`src/rtl/logic_tt_recorder.sv`:
```
// logic_tt_recorder: sweeps all N_IN-bit input combinations on stim and records F into a truth table.
//   clk, rst (async, active-high), start (begin sweep, IDLE only), mode (internal function, latched),
//   src_sel (0 internal F, 1 ext_f, latched), ext_f (external circuit output),
//   stim (current combination), busy (sweeping), done (end-of-sweep pulse),
//   tt (bit i = F(stim=i)), pass / mismatch_cnt (golden compare, only with macro TT_CHECK_EN).
module logic_tt_recorder #(
    parameter int N_IN   = 3,
    parameter int SETTLE = 1,
    parameter int TT_W   = 2 ** N_IN
) (
    input  logic              clk,
    input  logic              rst,
    input  logic              start,
    input  logic [1:0]        mode,
    input  logic              src_sel,
    input  logic              ext_f,
    output logic [N_IN-1:0]   stim,
    output logic              busy,
    output logic              done,
    output logic [TT_W-1:0]   tt,
    output logic              pass,
    output logic [N_IN:0]     mismatch_cnt
);
    typedef enum logic [1:0] {IDLE, APPLY, DONE} state_t;
    state_t state, state_nx;
    logic [3:0] cnt;
    logic [1:0] mode_l;
    logic src_l, a, r, p, f_int, f_sel, last_cyc, last_vec, wr;
    always_comb begin
        a        = stim[N_IN-1];
        r        = |stim[N_IN-2:0];
        p        = &stim[N_IN-2:0];
        f_int    = mode_l == 2'd0 ? (a & r) :
                   mode_l == 2'd1 ? (a | p) :
                   mode_l == 2'd2 ? (a ^ r) : ~(a & r);
        f_sel    = src_l ? ext_f : f_int;
        last_cyc = cnt == 4'(SETTLE);
        last_vec = stim == N_IN'(TT_W - 1);
        wr       = state == APPLY && last_cyc;
        state_nx = state == IDLE  ? (start ? APPLY : IDLE) :
                   state == APPLY ? (last_cyc && last_vec ? DONE : APPLY) : IDLE;
        busy     = state == APPLY;
        done     = state == DONE;
    end
    always_ff @(posedge clk or posedge rst) begin
        if (rst) begin
            state  <= IDLE;
            stim   <= '0;
            cnt    <= '0;
            tt     <= '0;
            mode_l <= '0;
            src_l  <= 1'b0;
        end else begin
            state <= state_nx;
            if (state == IDLE && start) begin
                stim   <= '0;
                cnt    <= '0;
                tt     <= '0;
                mode_l <= mode;
                src_l  <= src_sel;
            end else if (wr) begin
                tt[stim] <= f_sel;
                cnt      <= '0;
                if (!last_vec) stim <= stim + 1'b1;
            end else if (state == APPLY) begin
                cnt <= cnt + 4'd1;
            end else if (state == DONE) begin
                stim <= '0;
            end
        end
    end
`ifdef TT_CHECK_EN
    logic miss;
    assign miss = wr && (f_sel != f_int);
    // pass folds in the final sample's compare, which lands on the same edge as done rising
    always_ff @(posedge clk or posedge rst) begin
        if (rst) begin
            mismatch_cnt <= '0;
            pass         <= 1'b0;
        end else if (state == IDLE && start) begin
            mismatch_cnt <= '0;
            pass         <= 1'b0;
        end else begin
            if (miss) mismatch_cnt <= mismatch_cnt + 1'b1;
            if (wr && last_vec) pass <= (mismatch_cnt == '0) && !miss;
        end
    end
`else
    assign pass         = 1'b0;
    assign mismatch_cnt = '0;
`endif
endmodule

```
`config.mk`:
```
export PLATFORM = sky130hd
export DESIGN_NAME = logic_tt_recorder
export DESIGN_NICKNAME = d
export VERILOG_FILES = /design/src/rtl/logic_tt_recorder.sv
export SDC_FILE = /design/constraint.sdc
export NUM_CORES = 1
export LEC_CHECK = 0
export ABC_AREA = 1
export CAP_MARGIN = 25
export CORE_MARGIN = 2
export CORE_UTILIZATION = 49
export CTS_BUF_LIST = sky130_fd_sc_hd__clkbuf_16
export DETAILED_ROUTE_END_ITERATION = 6
export PLACE_DENSITY = 0.84
export SYNTH_ARGS = -nofsm -noshare
export SYNTH_HDL_FRONTEND = slang
export SYNTH_SLANG_ARGS = --single-unit
```
`constraint.sdc`:
```
create_clock -name clk -period 2.53 [get_ports clk]
set_clock_uncertainty 0.15 [all_clocks]
set_input_delay 0.506 -clock clk [delete_from_list [all_inputs] [get_ports clk]]
set_output_delay 0.506 -clock clk [all_outputs]
set_load 0.02 [all_outputs]
```
* Word-level counts from Yosys, hierarchy flattened *
Cells that the tools add are included.

storage, ports and cells
  input bits = 7
  output and inout port bits = 18
  logic and storage cells = 55
  bits in registers = 20

cells by class
  magnitude comparators = 2
  muxes and demuxes = 21
  reduce and logical (&&, ||, !) cells = 12
  $add $sub $neg = 2
  equality and inequality tests = 8
  bitwise gates (word level) = 4

operators by type and width
  kind                   count
  $mux W8                2
  $mux W3                5
  $mux W4                3
  $bwmux W8              1
  $mux W1                6
  $mux W2                3
  $reduce_bool A3 Y1     2
  $add A4 B1 Y4 const B  1
  $eq A2 B1 Y1 const B   2
  $eq A2 B2 Y1 const B   2
  $eq A4 B1 Y1 const B   1
  $logic_and A1 B1 Y1    4
  $logic_not A2 Y1       2
  $lt A3 B4 Y1 const B   1
  $add A3 B1 Y3 const B  1
  $demux W1 S3           1
  $eq A3 B3 Y1 const B   1
  $ge A3 B1 Y1 const B   1
  $ne A3 B1 Y1 const B   1
  $ne A3 B2 Y1 const B   1
  $reduce_and A3 Y1      1
  $reduce_and A2 Y1      1
  $reduce_bool A2 Y1     1
  $reduce_or A2 Y1       1
  4 further kinds        4

* Depth between registers and ports, before layout *
Gate-level depths: netlist of the first run.

  depth in word-level cells = 10
  depth in mapped cells = 10
  depth with buffers taken out = 10

* Least setup slack after synthesis of the first run *
OpenSTA, ideal clock, no wires.

  path type = register -> register
  from = reg stim[0]
  to = reg tt[0]
  period minus slack after synthesis = 1.959 ns
  slack = 0.571 ns
  stages on the path, launching flop included = 10
  buffers on the path = 0
  library setup time = 0.128 ns
  arrival = 1.681 ns
  data required time = 2.252 ns
  cell sequence = dfrtp_1 -> inv_1 -> ha_1 -> inv_1 -> ha_1 -> or2_2 -> nand2_1 -> nand3_1 -> nand2_1 -> o21ai_0

on the way
  cells in the longest elaborated chain, start to end = 10
  elaborated cells between the ends (all ways) = 18
  classes of those cells = order compare: 2; mux: 9; bitwise: 4; reduce/logical: 3

RTL lines
  what                                                  line  source
  start, declared                                       17    output logic [N_IN-1:0] stim,
  start signal, assigned                                64    if (!last_vec) stim <= stim + 1'b1;
  branches (longest 7 deep; another with $lt A3 B4 Y1)  --
  $bwmux W8 *                                           62    tt[stim] <= f_sel;
  $mux W8 *                                             61    end else if (wr) begin
  $mux W8 *                                             55    if (state == IDLE && start) begin
  end signal, assigned by index                         62
  end, declared                                         20    output logic [TT_W-1:0] tt,

Every way passes the cells marked *. The select of a mux whose other input is x is not followed.
A chain may end at the register's enable or synchronous reset.

* Final worst setup path of the first run *
  from = reg state[1]
  to = out busy

on the way
  cells in the longest elaborated chain, start to end = 1

RTL lines
  what                    line  source
  start, declared         25    state_t state, state_nx;
  start signal, assigned  54    state <= state_nx;
  $eq A2 B1 Y1            42    busy = state == APPLY;
  end, declared           18    output logic busy,

No other way between the ends.

==> results of run 1 <==
[where the power goes]
| part | leakage (nW) | switching [mW] | internal [mW] | total (mW) |
|---|---|---|---|---|
| clock network | 0.0370 | 0.108 | 0.208 | 0.317 |
| logic | 0.517 | 0.295 | 0.208 | 0.503 |
| registers | 0.253 | 0.0830 | 0.402 | 0.485 |
[path summary, 6_finish.rpt]
kind,start,cells after the start,end,slack (ns)
min,tt[0]$_DFFE_PP0P_,2,tt[0]$_DFFE_PP0P_,0.37
min reg2reg,tt[0]$_DFFE_PP0P_,2,tt[0]$_DFFE_PP0P_,0.37
max reg2reg,stim[0]$_DFFE_PP0P_,9,tt[6]$_DFFE_PP0P_,0.41
max,state[1]$_DFF_PP0_,2,busy,0.33
max in group asynchronous,rst,2,tt[3]$_DFFE_PP0P_,1.22
min in group asynchronous,rst,2,cnt[1]$_DFFE_PP0P_,0.54
[area by class of cell]
type,instances,area [µm²]
clock buffers,3,75.07
fillers,191,797.0
inverters,28,105.1
multi-input cells,108,544.3
flip-flops and latches,20,500.5
well taps,28,35.03
repair buffers,20,197.7
[synthesized netlist by cell type (2+ instances only)]
cell,number
nand2_1,49
inv_1,28
dfrtp_1,20
a21oi_1,11
nor2_1,10
nand3_1,9
ha_1,7
buf_4,5
o21ai_0,4
nand4_1,3
nor2_4,2
or2_2,2
[worst reg2reg max path, delay by kind of cell (launching register included)]
kind | cells | cell delay (ns)
AO/OA/AOI/OAI | 1 | 0.12
adder cells (fa/ha/maj) | 2 | 0.37
buffers and inverters | 2 | 0.26
flip-flops | 1 | 0.45
AND/OR/NAND/NOR | 4 | 0.62
[metal layers]
| metal | vias up | track usage, % | part of all wire [%] |
|---|---|---|---|
| li1 | 524 | - | - |
| met3 | 4 | 1.412 | 5.1 |
| met1 | 468 | 26.29 | 43 |
| met5 | - | 0 | 0 |
| met4 | 0 | 11.54 | 1.8 |
| met2 | 46 | 34.98 | 50 |
[stage by stage]
stage / instances / setup WS (ns) / power (mW)
finish: 207 / 0.3330 / 1.304
floorplan: 163 / 0.5712 / 0.8325
global placement: 204 / 0.5646 / 0.9583
CTS: 207 / 0.3371 / 1.311
global route: 207 / 0.2807 / 1.406
detailed placement: 204 / 0.4822 / 0.9816
[kinds of logic (layout without fill, tap and decap cells)]
group / after synthesis / after routing / share of synthesized area [%]
DFF: 20 / 20 / 41.80
other: 1 / 5 / 0.3132
AOI/OAI and AO/OA: 18 / 18 / 8.047
and+or+nand+nor: 77 / 77 / 27.80
xor gates and xnor gates: 1 / 1 / 0.7316
buffers and inverters: 35 / 51 / 14.00
adders and majority gates: 7 / 7 / 7.314
[registers in the layout, indices dropped and copies added, names as in the netlist]
register and count:
cnt 4, mode_l 2, src_l 1, state 2
stim 3, tt 8
==> metrics.cfg, run 1 <==
[clock_network]
cts.sinks = 20
clockBufferDepth = 2
cts_tree = built
clkTransAtPathRegs_ns = 0.05
h-tree-depth = 1
cts-resized-gates = 0
clkLatencyLatePin_ns = 0.25
cts_made_buffers = 3
postCtsSetupBuffers = 0
clockRootBuffer = clkbuf_16
cts_hold_buf = 0

[drt]
wl_per_cell_um = 11.59
dr.pass1.iters = 5
drc = 0
vias = 1042
drtIter0Drc = 22
routed_wl_um = 2399
postRouteAntennaNets = 0
viasPerCell = 5.034

[global_route]
grtUsageTotal_pct = 20.85
antenna_found_initial = 0
grt-ovfl-total = 0
grt_pass1_wl_um = 4284
grt_pass1_vias = 1002
grt_start_max_net_pins = 21

[synthesis]
yosys_warnings = 0
syn_inst = 159
synth_edf_count = 0
ys_seq_area_share_pct = 41.80
synthDistinctLibCells = 21
syn_avg_cell_area_um2 = 7.531
syn_area_mm2 = 0.001197
synth_top_area_cell = dfrtp_1
synth_top_area_share_pct = 41.80
async_flop_share_pct = 100.0
synth-seq-cells = 20
synth-main-ff-cell = dfrtp_1
netlist_top_cells_area = dfrtp_1, nand2_1, inv_1

[worst_setup_path]
end_kind = primary output
cp_max_fo = 5
start_kind = flip-flop
path_cells = nor2_2, clkdlybuf4s50_1
critical_path_required_ns = 1.87
crit_slowest_cell = clkdlybuf4s50_1
critPathTopFamily = buffers and inverters
slowest_delay_ns = 0.65
cp_num_buf_inv = 1
arrival_ns = 1.54
critical_path_class = flip-flop to primary output

[pwr]
p_per_area_mw_per_mm2 = 894.7
ir_worst_vdd_mv = 0.4316
leakagePower_nw = 0.8068

[final_layout]
design_area_mm2 = 0.001458
final_util_pct = 64.65
finalNetCount = 195
drive_gt1_share_pct = 5.587
antenna_cells = 0
area_delta_synth_final_pct = 21.73
final_cell_mix = nand2_1, inv_1, dfrtp_1
mostFrequentLayoutCell = nand2_1

[die]
start_util_pct = 53.11
die_x_um = 53.44
dieArea_mm2 = 0.002855
io_pins = 25
die_h_um = 53.44
rows = 17
core-area_mm2 = 0.002255

[sta]
slew_headroom_pct = 50.40
tightest_slew_ns = 0.7432
setup_viol = 0
slew_viol_final = 0
fin_crit_ns = 2.197
fmax_mhz = 455.2
fin_crit_sh_pct = 86.84
setup_tns_ns = 0
rsz0062_at_grt = no
whs_ns = 0.3682
finalHoldViolCount = 0

[worst_hold_path]
min_path_type = flip-flop to flip-flop

[place]
postPlaceCellArea_mm2 = 0.001383
gp_congestion = 0.9016
io_buffers = 19
dp_hpwl_um = 1723

[outcome]
run_status = finished clean

[run]
maxCapViolCount = 0

Note: power is estimated with default switching activity, not from simulation.
==> run 2, diff against run 1 <==
--- a/config.mk
+++ b/config.mk
@@ -6,7 +6,6 @@
 export NUM_CORES = 1
 export LEC_CHECK = 0
 export ABC_AREA = 1
-export CAP_MARGIN = 25
 export CORE_MARGIN = 2
 export CORE_UTILIZATION = 49
 export CTS_BUF_LIST = sky130_fd_sc_hd__clkbuf_16
==> results of run 2 <==
The final DEF is identical to that of run 1; final timing and power are the same.
